===== config.mk =====
export PLATFORM = sky130hd
export DESIGN_NAME = wb_port_arbiter_flat
export DESIGN_NICKNAME = d
export VERILOG_FILES = /design/src/rtl/wb_port_arbiter_pkg.sv /design/src/rtl/wb_port_arbiter_if.sv /design/src/rtl/wb_port_arbiter_fifo.sv /design/src/rtl/wb_port_arbiter.sv /design/src/flat_wrapper.sv
export SDC_FILE = /design/constraint.sdc
export NUM_CORES = 1
export LEC_CHECK = 0
export CORE_MARGIN = 4
export CORE_UTILIZATION = 50
export DETAILED_ROUTE_END_ITERATION = 6
export GPL_ROUTABILITY_DRIVEN = 0
export PLACE_DENSITY = 0.82
export SETUP_SLACK_MARGIN = 0.02
export SYNTH_ARGS = -nofsm -noshare
export SYNTH_HDL_FRONTEND = slang
export SYNTH_SLANG_ARGS = --single-unit

===== constraint.sdc =====
create_clock -name clk -period 8.9 [get_ports clk]
set_input_delay 0.89 -clock clk [delete_from_list [all_inputs] [get_ports clk]]
set_output_delay 0.89 -clock clk [all_outputs]
set_load 0.005 [all_outputs]

===== src/rtl/wb_port_arbiter_pkg.sv =====
// Shared types for the register-file write-port arbiter.
// The default request layout matches the default 32-bit data / 5-bit index configuration.
package wb_arb_pkg;

    localparam int WB_DEF_DATA_W = 32;
    localparam int WB_DEF_ADDR_W = 5;

    typedef enum logic [1:0] {
        IDLE  = 2'd0,
        WAIT  = 2'd1,
        FORCE = 2'd2
    } wb_arb_state_t;

    typedef struct packed {
        logic [WB_DEF_ADDR_W-1:0] rd;
        logic [WB_DEF_DATA_W-1:0] data;
    } wb_req_t;

endpackage


===== src/rtl/wb_port_arbiter_if.sv =====
// Writeback-side and long-latency-side signals around the register-file write port.
// The slave modport is the arbiter; the master modport is the pipeline, requester and register file.
interface wb_port_arbiter_if #(
    parameter int DATA_WIDTH = 32,
    parameter int ADDR_WIDTH = 5
);
    logic                  RegWriteW;
    logic [ADDR_WIDTH-1:0] RdW;
    logic [DATA_WIDTH-1:0] ResultW;
    logic                  LongValid;
    logic                  LongReady;
    logic [ADDR_WIDTH-1:0] LongRd;
    logic [DATA_WIDTH-1:0] LongData;
    logic                  WE3;
    logic [ADDR_WIDTH-1:0] A3;
    logic [DATA_WIDTH-1:0] WD3;
    logic                  StallW;

    modport master (
        output RegWriteW, RdW, ResultW, LongValid, LongRd, LongData,
        input  LongReady, WE3, A3, WD3, StallW
    );

    modport slave (
        input  RegWriteW, RdW, ResultW, LongValid, LongRd, LongData,
        output LongReady, WE3, A3, WD3, StallW
    );
endinterface


===== src/rtl/wb_port_arbiter_fifo.sv =====
// Small synchronous queue of pending long-latency results.
// Exposes every slot plus a valid mask so the parent can look for destination clashes.
module wb_req_fifo
    import wb_arb_pkg::*;
#(
    parameter int  DEPTH = 2,
    parameter type T     = wb_req_t
) (
    input  logic                       clk,
    input  logic                       rst_n,
    input  logic                       i_push,
    input  logic                       i_pop,
    input  T                           i_din,
    output T                           o_head,
    output logic                       o_full,
    output logic                       o_empty,
    output logic [$clog2(DEPTH+1)-1:0] o_count,
    output T     [DEPTH-1:0]           o_mem,
    output logic [DEPTH-1:0]           o_vld
);
    localparam int PW = $clog2(DEPTH);
    localparam int NW = $clog2(DEPTH + 1);

    T     [DEPTH-1:0] r_mem;
    logic [PW-1:0]    r_wptr;
    logic [PW-1:0]    r_rptr;
    logic [NW-1:0]    r_count;
    logic             w_push;
    logic             w_pop;

    assign o_full  = (r_count == NW'(DEPTH));
    assign o_empty = (r_count == '0);
    assign o_count = r_count;
    assign o_head  = r_mem[r_rptr];
    assign o_mem   = r_mem;
    assign w_push  = i_push & ~o_full;
    assign w_pop   = i_pop & ~o_empty;

    always_ff @(posedge clk or negedge rst_n) begin
        if (!rst_n) begin
            r_wptr  <= '0;
            r_rptr  <= '0;
            r_count <= '0;
        end else begin
            if (w_push) r_wptr <= r_wptr + PW'(1);
            if (w_pop)  r_rptr <= r_rptr + PW'(1);
            unique case ({w_push, w_pop})
                2'b10:   r_count <= r_count + NW'(1);
                2'b01:   r_count <= r_count - NW'(1);
                default: r_count <= r_count;
            endcase
        end
    end

    // Payload needs no reset: the valid mask and count decide what is live.
    always_ff @(posedge clk) begin
        if (w_push) r_mem[r_wptr] <= i_din;
    end

    for (genvar i = 0; i < DEPTH; i++) begin : g_vld
        logic [PW-1:0] w_off;
        assign w_off    = PW'(i) - r_rptr;
        assign o_vld[i] = (NW'(w_off) < r_count);
    end

endmodule


===== src/rtl/wb_port_arbiter.sv =====
// Shares the register-file write port between the in-order W stage (fixed priority)
// and a queue of long-latency results; forces a one-cycle W stall when a result starves.
module wb_port_arbiter
    import wb_arb_pkg::*;
#(
    parameter int DATA_WIDTH = 32,
    parameter int ADDR_WIDTH = 5,
    parameter int FIFO_DEPTH = 2,
    parameter int MAX_WAIT   = 4
) (
    input  logic               clk,
    input  logic               rst_n,
    wb_port_arbiter_if.slave   bus
);
    localparam int CW = $clog2(MAX_WAIT + 1);
    localparam int NW = $clog2(FIFO_DEPTH + 1);
    localparam logic [CW-1:0] MAX_CNT = CW'(MAX_WAIT);

    typedef struct packed {
        logic [ADDR_WIDTH-1:0] rd;
        logic [DATA_WIDTH-1:0] data;
    } req_t;

    wb_arb_state_t          r_state;
    logic [CW-1:0]          r_wait_cnt;
    logic [CW-1:0]          w_cnt_inc;

    req_t                   w_din;
    req_t                   w_head;
    req_t [FIFO_DEPTH-1:0]  w_mem;
    logic [FIFO_DEPTH-1:0]  w_vld;
    logic [FIFO_DEPTH-1:0]  w_clash;
    logic [NW-1:0]          w_count;
    logic                   w_full;
    logic                   w_empty;
    logic                   w_push;
    logic                   w_pipe_use;
    logic                   w_grant;
    logic                   w_last;

    assign w_din.rd   = bus.LongRd;
    assign w_din.data = bus.LongData;

    assign bus.LongReady = rst_n & ~w_full;
    assign w_push        = bus.LongValid & bus.LongReady;

    // During FORCE the W stage is held, so its write is ignored and re-presented next cycle.
    assign w_pipe_use = bus.RegWriteW & (bus.RdW != '0) & (r_state != FORCE);
    assign w_grant    = ~w_empty & ~w_pipe_use;
    assign w_last     = (w_count == NW'(1)) & ~w_push;
    assign w_cnt_inc  = (r_wait_cnt == MAX_CNT) ? MAX_CNT : r_wait_cnt + CW'(1);

    assign bus.StallW = rst_n & (r_state == FORCE);

    wb_req_fifo #(
        .DEPTH (FIFO_DEPTH),
        .T     (req_t)
    ) u_fifo (
        .clk     (clk),
        .rst_n   (rst_n),
        .i_push  (w_push),
        .i_pop   (w_grant),
        .i_din   (w_din),
        .o_head  (w_head),
        .o_full  (w_full),
        .o_empty (w_empty),
        .o_count (w_count),
        .o_mem   (w_mem),
        .o_vld   (w_vld)
    );

    always_comb begin
        bus.WE3 = 1'b0;
        bus.A3  = '0;
        bus.WD3 = '0;
        if (rst_n) begin
            if (w_pipe_use) begin
                bus.WE3 = 1'b1;
                bus.A3  = bus.RdW;
                bus.WD3 = bus.ResultW;
            end else if (w_grant) begin
                // An x0 entry still pops; it just never reaches the file.
                bus.WE3 = (w_head.rd != '0);
                bus.A3  = w_head.rd;
                bus.WD3 = w_head.data;
            end
        end
    end

    always_ff @(posedge clk or negedge rst_n) begin
        if (!rst_n) begin
            r_state    <= IDLE;
            r_wait_cnt <= '0;
        end else begin
            unique case (r_state)
                IDLE: begin
                    r_wait_cnt <= '0;
                    if (w_push) r_state <= WAIT;
                end
                WAIT: begin
                    if (w_grant) begin
                        r_wait_cnt <= '0;
                        if (w_last) r_state <= IDLE;
                    end else begin
                        r_wait_cnt <= w_cnt_inc;
                        if (w_cnt_inc == MAX_CNT) r_state <= FORCE;
                    end
                end
                FORCE: begin
                    r_wait_cnt <= '0;
                    r_state    <= w_last ? IDLE : WAIT;
                end
                default: begin
                    r_wait_cnt <= '0;
                    r_state    <= IDLE;
                end
            endcase
        end
    end

    // Same-rd ordering belongs to the scoreboard; flag it if it ever slips through.
    for (genvar i = 0; i < FIFO_DEPTH; i++) begin : g_clash
        assign w_clash[i] = w_vld[i] & (w_mem[i].rd == bus.RdW);
    end

    a_no_rd_clash: assert property (@(posedge clk) disable iff (!rst_n)
        !(w_pipe_use && (w_clash != '0)));

endmodule


===== src/flat_wrapper.sv =====
// flat-port wrapper written by rule: the top's interface ports become plain ports
module wb_port_arbiter_flat import wb_arb_pkg::*;
#(
    parameter int DATA_WIDTH = 32,
    parameter int ADDR_WIDTH = 5,
    parameter int FIFO_DEPTH = 2,
    parameter int MAX_WAIT   = 4
)
  (clk, rst_n, bus_RegWriteW, bus_RdW, bus_ResultW, bus_LongValid, bus_LongRd, bus_LongData, bus_LongReady, bus_WE3, bus_A3, bus_WD3, bus_StallW);
  wb_port_arbiter_if #(.DATA_WIDTH(DATA_WIDTH), .ADDR_WIDTH(ADDR_WIDTH)) bus_i ();
  input  logic clk;
  input  logic rst_n;
  input wire logic [$bits(bus_i.RegWriteW)-1:0] bus_RegWriteW;
  input wire logic [$bits(bus_i.RdW)-1:0] bus_RdW;
  input wire logic [$bits(bus_i.ResultW)-1:0] bus_ResultW;
  input wire logic [$bits(bus_i.LongValid)-1:0] bus_LongValid;
  input wire logic [$bits(bus_i.LongRd)-1:0] bus_LongRd;
  input wire logic [$bits(bus_i.LongData)-1:0] bus_LongData;
  output wire logic [$bits(bus_i.LongReady)-1:0] bus_LongReady;
  output wire logic [$bits(bus_i.WE3)-1:0] bus_WE3;
  output wire logic [$bits(bus_i.A3)-1:0] bus_A3;
  output wire logic [$bits(bus_i.WD3)-1:0] bus_WD3;
  output wire logic [$bits(bus_i.StallW)-1:0] bus_StallW;
  assign bus_i.RegWriteW = bus_RegWriteW;
  assign bus_i.RdW = bus_RdW;
  assign bus_i.ResultW = bus_ResultW;
  assign bus_i.LongValid = bus_LongValid;
  assign bus_i.LongRd = bus_LongRd;
  assign bus_i.LongData = bus_LongData;
  assign bus_LongReady = bus_i.LongReady;
  assign bus_WE3 = bus_i.WE3;
  assign bus_A3 = bus_i.A3;
  assign bus_WD3 = bus_i.WD3;
  assign bus_StallW = bus_i.StallW;
  wb_port_arbiter #(.DATA_WIDTH(DATA_WIDTH), .ADDR_WIDTH(ADDR_WIDTH), .FIFO_DEPTH(FIFO_DEPTH), .MAX_WAIT(MAX_WAIT)) u_core (.clk(clk), .rst_n(rst_n), .bus(bus_i));
endmodule

==> run metrics, run 1 <==
sequential fraction of the synthesis area about 64%; vias per cell a little over 5; LEAKAGE between 1.5 and 2 nW; P_int 0.000851 W; relative slew slack about 16%; clk sinks slightly above 80; startpoint types input pin; Psw 0.000349 W; Logic pwr share about 30%; Inst Count DP ~500; Chip Height 95.2 um; initial core utilization about half; aggregate global-route resource usage between 10% and 20%; setup tns final 0 ns; Hold Crit Depth 1; DR iter-0 viols roughly 90; wire per inst around 16 um; IO Pins about 120; Worst-path clk slew ~0.08 ns; Clk pwr share a little under a quarter; first-pass GRT wire length about 12000 um; period utilization around half; CTS tree yes; Setup Crit Path Kind input pin to output pin; Worst Tran Pin Value approximately 1.3 ns; Post-CTS Setup Inserts 0; final wirelength about 8000 um; total core area ~0.0073 mm^2; worst r2r dst u_core.u_fifo.o_mem[19]; most common cell after layout, fill and taps aside clkdlybuf4s50_1; sequential power share a little under half; unrepaired setup endpoints after global routing false; Worst EP required approximately 8 ns; H-tree level count 3; Main synth FF type edfxtp_1; Ys Warns 0; ANT nets after route 0; antenna fix cells 0; GRT Residual Overflow 0; hold buffers post-CTS 0; Finished Cell Area around 0.0052 mm^2; endpoints failing hold 0; post-cts repair resize count 0; Post-route DRC 0; critical hold path startpoint u_core.r_wait_cnt[0]; # Max-Cap Violations 0; final setup fails 0; register bit total from synthesis 83; share of cells above drive strength 1 approximately 4.8%; path type of the worst min-delay path flop to flop; Die X-Extent 95.2 um; unique cell type count in the Yosys netlist 29; port bufs 117; R2R Setup Slk between 6 and 7 ns; Syn Inst Count about 300; Arr. time, crit path around 3.5 ns; Root Buffer clkbuf_8; Die Area 0.00907 mm^2; Peak supply drop approximately 0.12 mV; latest clock arrival within the worst-skew pair roughly 0.34 ns; Post-Syn Area 0.00380 mm^2; Placed Area 0.00502 mm^2; Final min period ~4.4 ns; CP endpoint kind output pin; Area Overhead vs Synth 37.5%; antenna violations before repair 0; DR pass1 iterations 4; fmax ~0.23 GHz; Slew Viols, Final 0; most frequent cells in the layout 117 x clkdlybuf4s50_1, 74 x edfxtp_1, 38 x or3_1, 38 x nand2_1; worst reg2reg startpoint u_core.u_fifo.o_count[0]; via count 2636; Register-to-Register Path Depth 4; vias in the first global route approximately 2600; Post-synth EDFFs 74; CP Max Fanout 74; post-DP HPWL a little over 5000 um; final worst clock skew 0.00534 ns; fin cells about 510; status completed; Layout Nets just under 500; clock tree buffer depth 2; Site Rows 31; Worst Hold Endpoint u_core.r_wait_cnt[0]; largest net degree at the start of global routing 75; Syn Area/Cell around 13 um^2; Num CTS Buffers 9; syn_nets around 390; FFs w/ async S/R, synth a little over a tenth; switching part of the total 29.1%; Cell Pwr Density roughly 230 mW/mm^2
==> layer usage <==
metal  global-route usage (%)  routed length, um  vias up
met5                        0                  0        -
met4                     6.85                 92        0
met2                     30.0               3980       83
li1                         -                  -     1326
met1                     22.0               3330     1219
met3                     4.58                593        8
==> layout make-up <==
cell class / count / area, um^2
Inverter: 5 / 18.8
Tap cell: 99 / 124
Sequential cell: 83 / 2450
Fill cell: 500 / 2100
Multi-Input combinational cell: 193 / 1240
Timing Repair Buffer: 119 / 1190
Clock buffer: 10 / 128
Clock inverter: 5 / 78.8
==> critical path, stage by stage <==
cell and delay [ns]:
clkdlybuf4s50_1 0.41, or3_1 0.37, o311a_2 0.34, buf_4 0.33
or3_1 0.42, a21oi_1 0.20, clkdlybuf4s50_1 0.55
==> power groups by stage <==
| stage | clock network [W] | registers [W] | logic (W) |
|---|---|---|---|
| after floorplan | 0 | 0.000515 | 0.000262 |
| after global placement | 0 | 0.000562 | 0.000359 |
| after detailed placement | 0 | 0.000564 | 0.000366 |
| after CTS | 0.000290 | 0.000556 | 0.000369 |
| after global routing | 0.000305 | 0.000563 | 0.000400 |
| final | 0.000283 | 0.000554 | 0.000363 |
==> sequential cells by signal, summed over array words and instances (netlist names) <==
name,count
u_core.r_wait_cnt,3
u_core.u_fifo.o_count,2
u_core.u_fifo.o_mem,74
u_core.r_state,2
u_core.u_fifo.r_wptr,1
u_core.u_fifo.r_rptr,1
==> cell families (layout without fill, tap and decap cells) <==
group | after synthesis | in the layout | share of synthesized area [%]
mux | 37 | 37 | 9.74
buf+inv | 25 | 139 | 3.19
simple gates | 98 | 98 | 12.9
compound gates | 47 | 47 | 6.71
flops | 83 | 83 | 64.3
xor+xnor | 5 | 5 | 1.15
fa+ha+maj | 6 | 6 | 1.97
==> cells in the mapped netlist, types with 2 or more instances <==
library cell	n	area (um^2)
edfxtp_1	74	2220
nand2_1	38	143
or3_1	38	238
a21oi_1	37	185
mux2i_1	37	370
clkbuf_1	13	48.8
dfrtp_1	9	225
nor2_1	9	33.8
ha_1	6	75.1
inv_1	5	18.8
nand3_1	5	25.0
o21ai_0	4	20.0
xnor2_1	4	35.0
buf_6	3	33.8
and3_1	2	12.5
buf_1	2	7.51
o21a_1	2	15.0
o311a_1	2	20.0
==> metrics by stage <==
stage	util [%]	power, W	setup WS, ns	hold slack, ns
3_3_place_gp	68.5	0.000921	4.51	0.449
4_1_cts	71.3	0.00122	4.48	0.482
3_5_place_dp	68.5	0.000931	4.49	0.472
5_1_grt	71.3	0.00127	4.37	0.520
2_1_floorplan	-	0.000777	5.71	0.438
6_report	71.3	0.00120	4.48	0.479
==> worst max path at each step <==
| stage | start | end | slack (ns) |
|---|---|---|---|
| floorplan | bus_RdW[4] | bus_WD3[0] | 5.71 |
| global placement | bus_RdW[4] | bus_WD3[9] | 4.51 |
| CTS | bus_RdW[4] | bus_WD3[9] | 4.48 |
| detailed placement | bus_RdW[4] | bus_WD3[9] | 4.49 |
| global route | bus_RdW[4] | bus_WD3[18] | 4.37 |
| finish | bus_RdW[4] | bus_WD3[18] | 4.48 |
Note: power is estimated with default switching activity, not from simulation.
==> run 2, diff against run 1 <==
Settings changed: CORE_UTILIZATION 50 to 47, PLACE_DENSITY 0.82 to 0.78.
Clock period 8.9 ns to 4.6 ns, I/O delays scaled along.
==> run metrics, run 2 (same netlist as run 1, synthesis figures left out) <==
status completed; endpoints failing hold 0 (unchanged); aggregate global-route resource usage 16.7% (-1.2 points); fmax around 0.27 GHz; Multi-input gate area 0.00124 mm^2 (unchanged); Post-route DRC 0 (unchanged); IO Pins 118 (unchanged); share of cells above drive strength 1 4.33% (-0.49 points); startpoint types input pin; Worst EP required 4.14 ns (-3.87 ns); final wirelength 8170 um (+2.3%); Num CTS Buffers 9 (unchanged); Area Overhead vs Synth 36.9%; Cell Pwr Density 434 mW/mm^2 (+89%); period utilization between 80% and 90%; Layout Nets 496 (+0.20%); Slew Viols, Final 0 (unchanged); Final Worst Setup Slack 0.916 ns (-3.56 ns); hold buffers post-CTS 0 (unchanged); antenna violations before repair 0 (unchanged); cell chain of the critical path clkdlybuf4s50_1 > or3_1 > o311a_2 > or3_1 > a21oi_1 > clkdlybuf4s50_1; CP max stage cell o311a_2; most common cell after layout, fill and taps aside clkdlybuf4s50_1; DR pass1 iterations 4 (unchanged); port bufs 117 (unchanged); Post-CTS Setup Inserts 0 (unchanged); Arr. time, crit path 3.22 ns (-0.31 ns); Sequential Area 0.00245 mm^2 (unchanged); clock tree buffer depth 2 (unchanged); Chip Height 98.0 um (+2.9%); CTS tree yes; largest net degree at the start of global routing 71 (-5.3%); DR iter-0 viols 72 (-22%); Finished Cell Area 0.00521 mm^2 (-0.41%); first-pass GRT wire length 12700 um (+3.4%); Crit path largest cell delay 0.74 ns (+0.19 ns); final worst clock skew 0.00503 ns (-0.000311 ns); Die Area 0.00960 mm^2 (+5.8%); unrepaired setup endpoints after global routing false; Peak supply drop 0.206 mV (+72%); max reg flops 74 (unchanged); latest clock arrival within the worst-skew pair 0.34 ns (about the same); post-DP HPWL 5210 um (+0.76%); CP Max Fanout 70 (-5.4%); via count 2681 (+1.7%); LEAKAGE 1.90 nW (-0.68%); initial core utilization 48.7% (-3.2 points); clk sinks 83 (unchanged); post-place setup slack 0.884 ns (-3.60 ns); CP endpoint kind output pin; path type of the worst min-delay path input pin to asynchronous set/reset pin; Placed Area 0.00503 mm^2 (+0.22%); relative slew slack 21.6% (+5.6 points); # Max-Cap Violations 0 (unchanged); Setup Crit Path Kind input pin to output pin; Root Buffer clkbuf_8; Site Rows 32 (+3.2%); Worst Tran Pin Value 1.18 ns (-0.0827 ns); vias per cell 5.18 (+0.92%); Worst-path clk slew 0.07 ns (about the same); Min Hold Slack 0.468 ns (-0.0103 ns); most frequent cells in the layout 117 x clkdlybuf4s50_1, 74 x edfxtp_1, 38 x or3_1, 38 x nand2_1; Die X-Extent 98.0 um (+2.9%); antenna fix cells 0 (unchanged); total core area 0.00781 mm^2 (+6.5%); H-tree level count 3 (unchanged); ANT nets after route 0 (unchanged); GRT Residual Overflow 0 (unchanged); wire per inst 15.8 um (+1.5%); Final min period 3.68 ns; vias in the first global route 2660 (+2.2%); final setup fails 0 (unchanged); setup tns final 0 ns (unchanged); fill count 591 (+18%); post-cts repair resize count 0 (unchanged)
==> run 2: report_power, final <==
group / internal (W) / total, W / switching [W]
registers: 0.000946 / 0.00107 / 0.000129
clock network: 0.000244 / 0.000480 / 0.000236
logic: 0.000400 / 0.000704 / 0.000304
total: 0.00159 / 0.00226 / 0.000669
==> run 2: final cells by class <==
cell class / count / area share [%]
clock buffers: 11 / 2.52
clock inverters: 4 / 0.817
inverters: 5 / 0.360
multi-input cells: 193 / 23.9
flip-flops and latches: 83 / 47.0
well taps: 102 / 2.45
repair buffers: 120 / 22.9
==> run 2: through the flow <==
stage	power [W]	std cells	util, %
final	0.00226	518	66.7
after global routing	0.00239	518	66.7
after CTS	0.00229	518	66.7
after detailed placement	0.00180	503	64.5
after global placement	0.00178	503	64.5
after floorplan	0.00150	301	-
==> run 2: worst paths after layout <==
kind / depth (start not counted) / slack (ns) / start / end
max in group asynchronous: 1 / 3.75 / rst_n / u_core.u_fifo.r_rptr
min in group clk: 1 / 0.48 / u_core.r_wait_cnt[0] / u_core.r_wait_cnt[0]
worst min-delay path: 1 / 0.47 / rst_n / u_core.u_fifo.o_count[1]
worst max-delay path: 6 / 0.92 / bus_RdW[4] / bus_WD3[23]
worst min register to register: 1 / 0.48 / u_core.r_wait_cnt[0] / u_core.r_wait_cnt[0]
worst max register to register: 6 / 2.05 / u_core.r_state[0] / u_core.u_fifo.o_count[1]
==> run 2: critical path: cells and delay by family <==
kind,cells,cell delay [ns]
AO/OA/AOI/OAI,2,0.91
buffers and inverters,2,0.96
AND/OR/NAND/NOR,2,0.87
==> run 2: per-layer routing <==
layer	vias up	wire length, um	share of wire [%]	track usage (%)
li1	1326	-	-	-
met1	1261	3490	43	20.1
met2	80	4030	49	28.2
met3	14	520	6.4	5.07
met4	0	129	1.6	5.96
met5	-	0	0	0
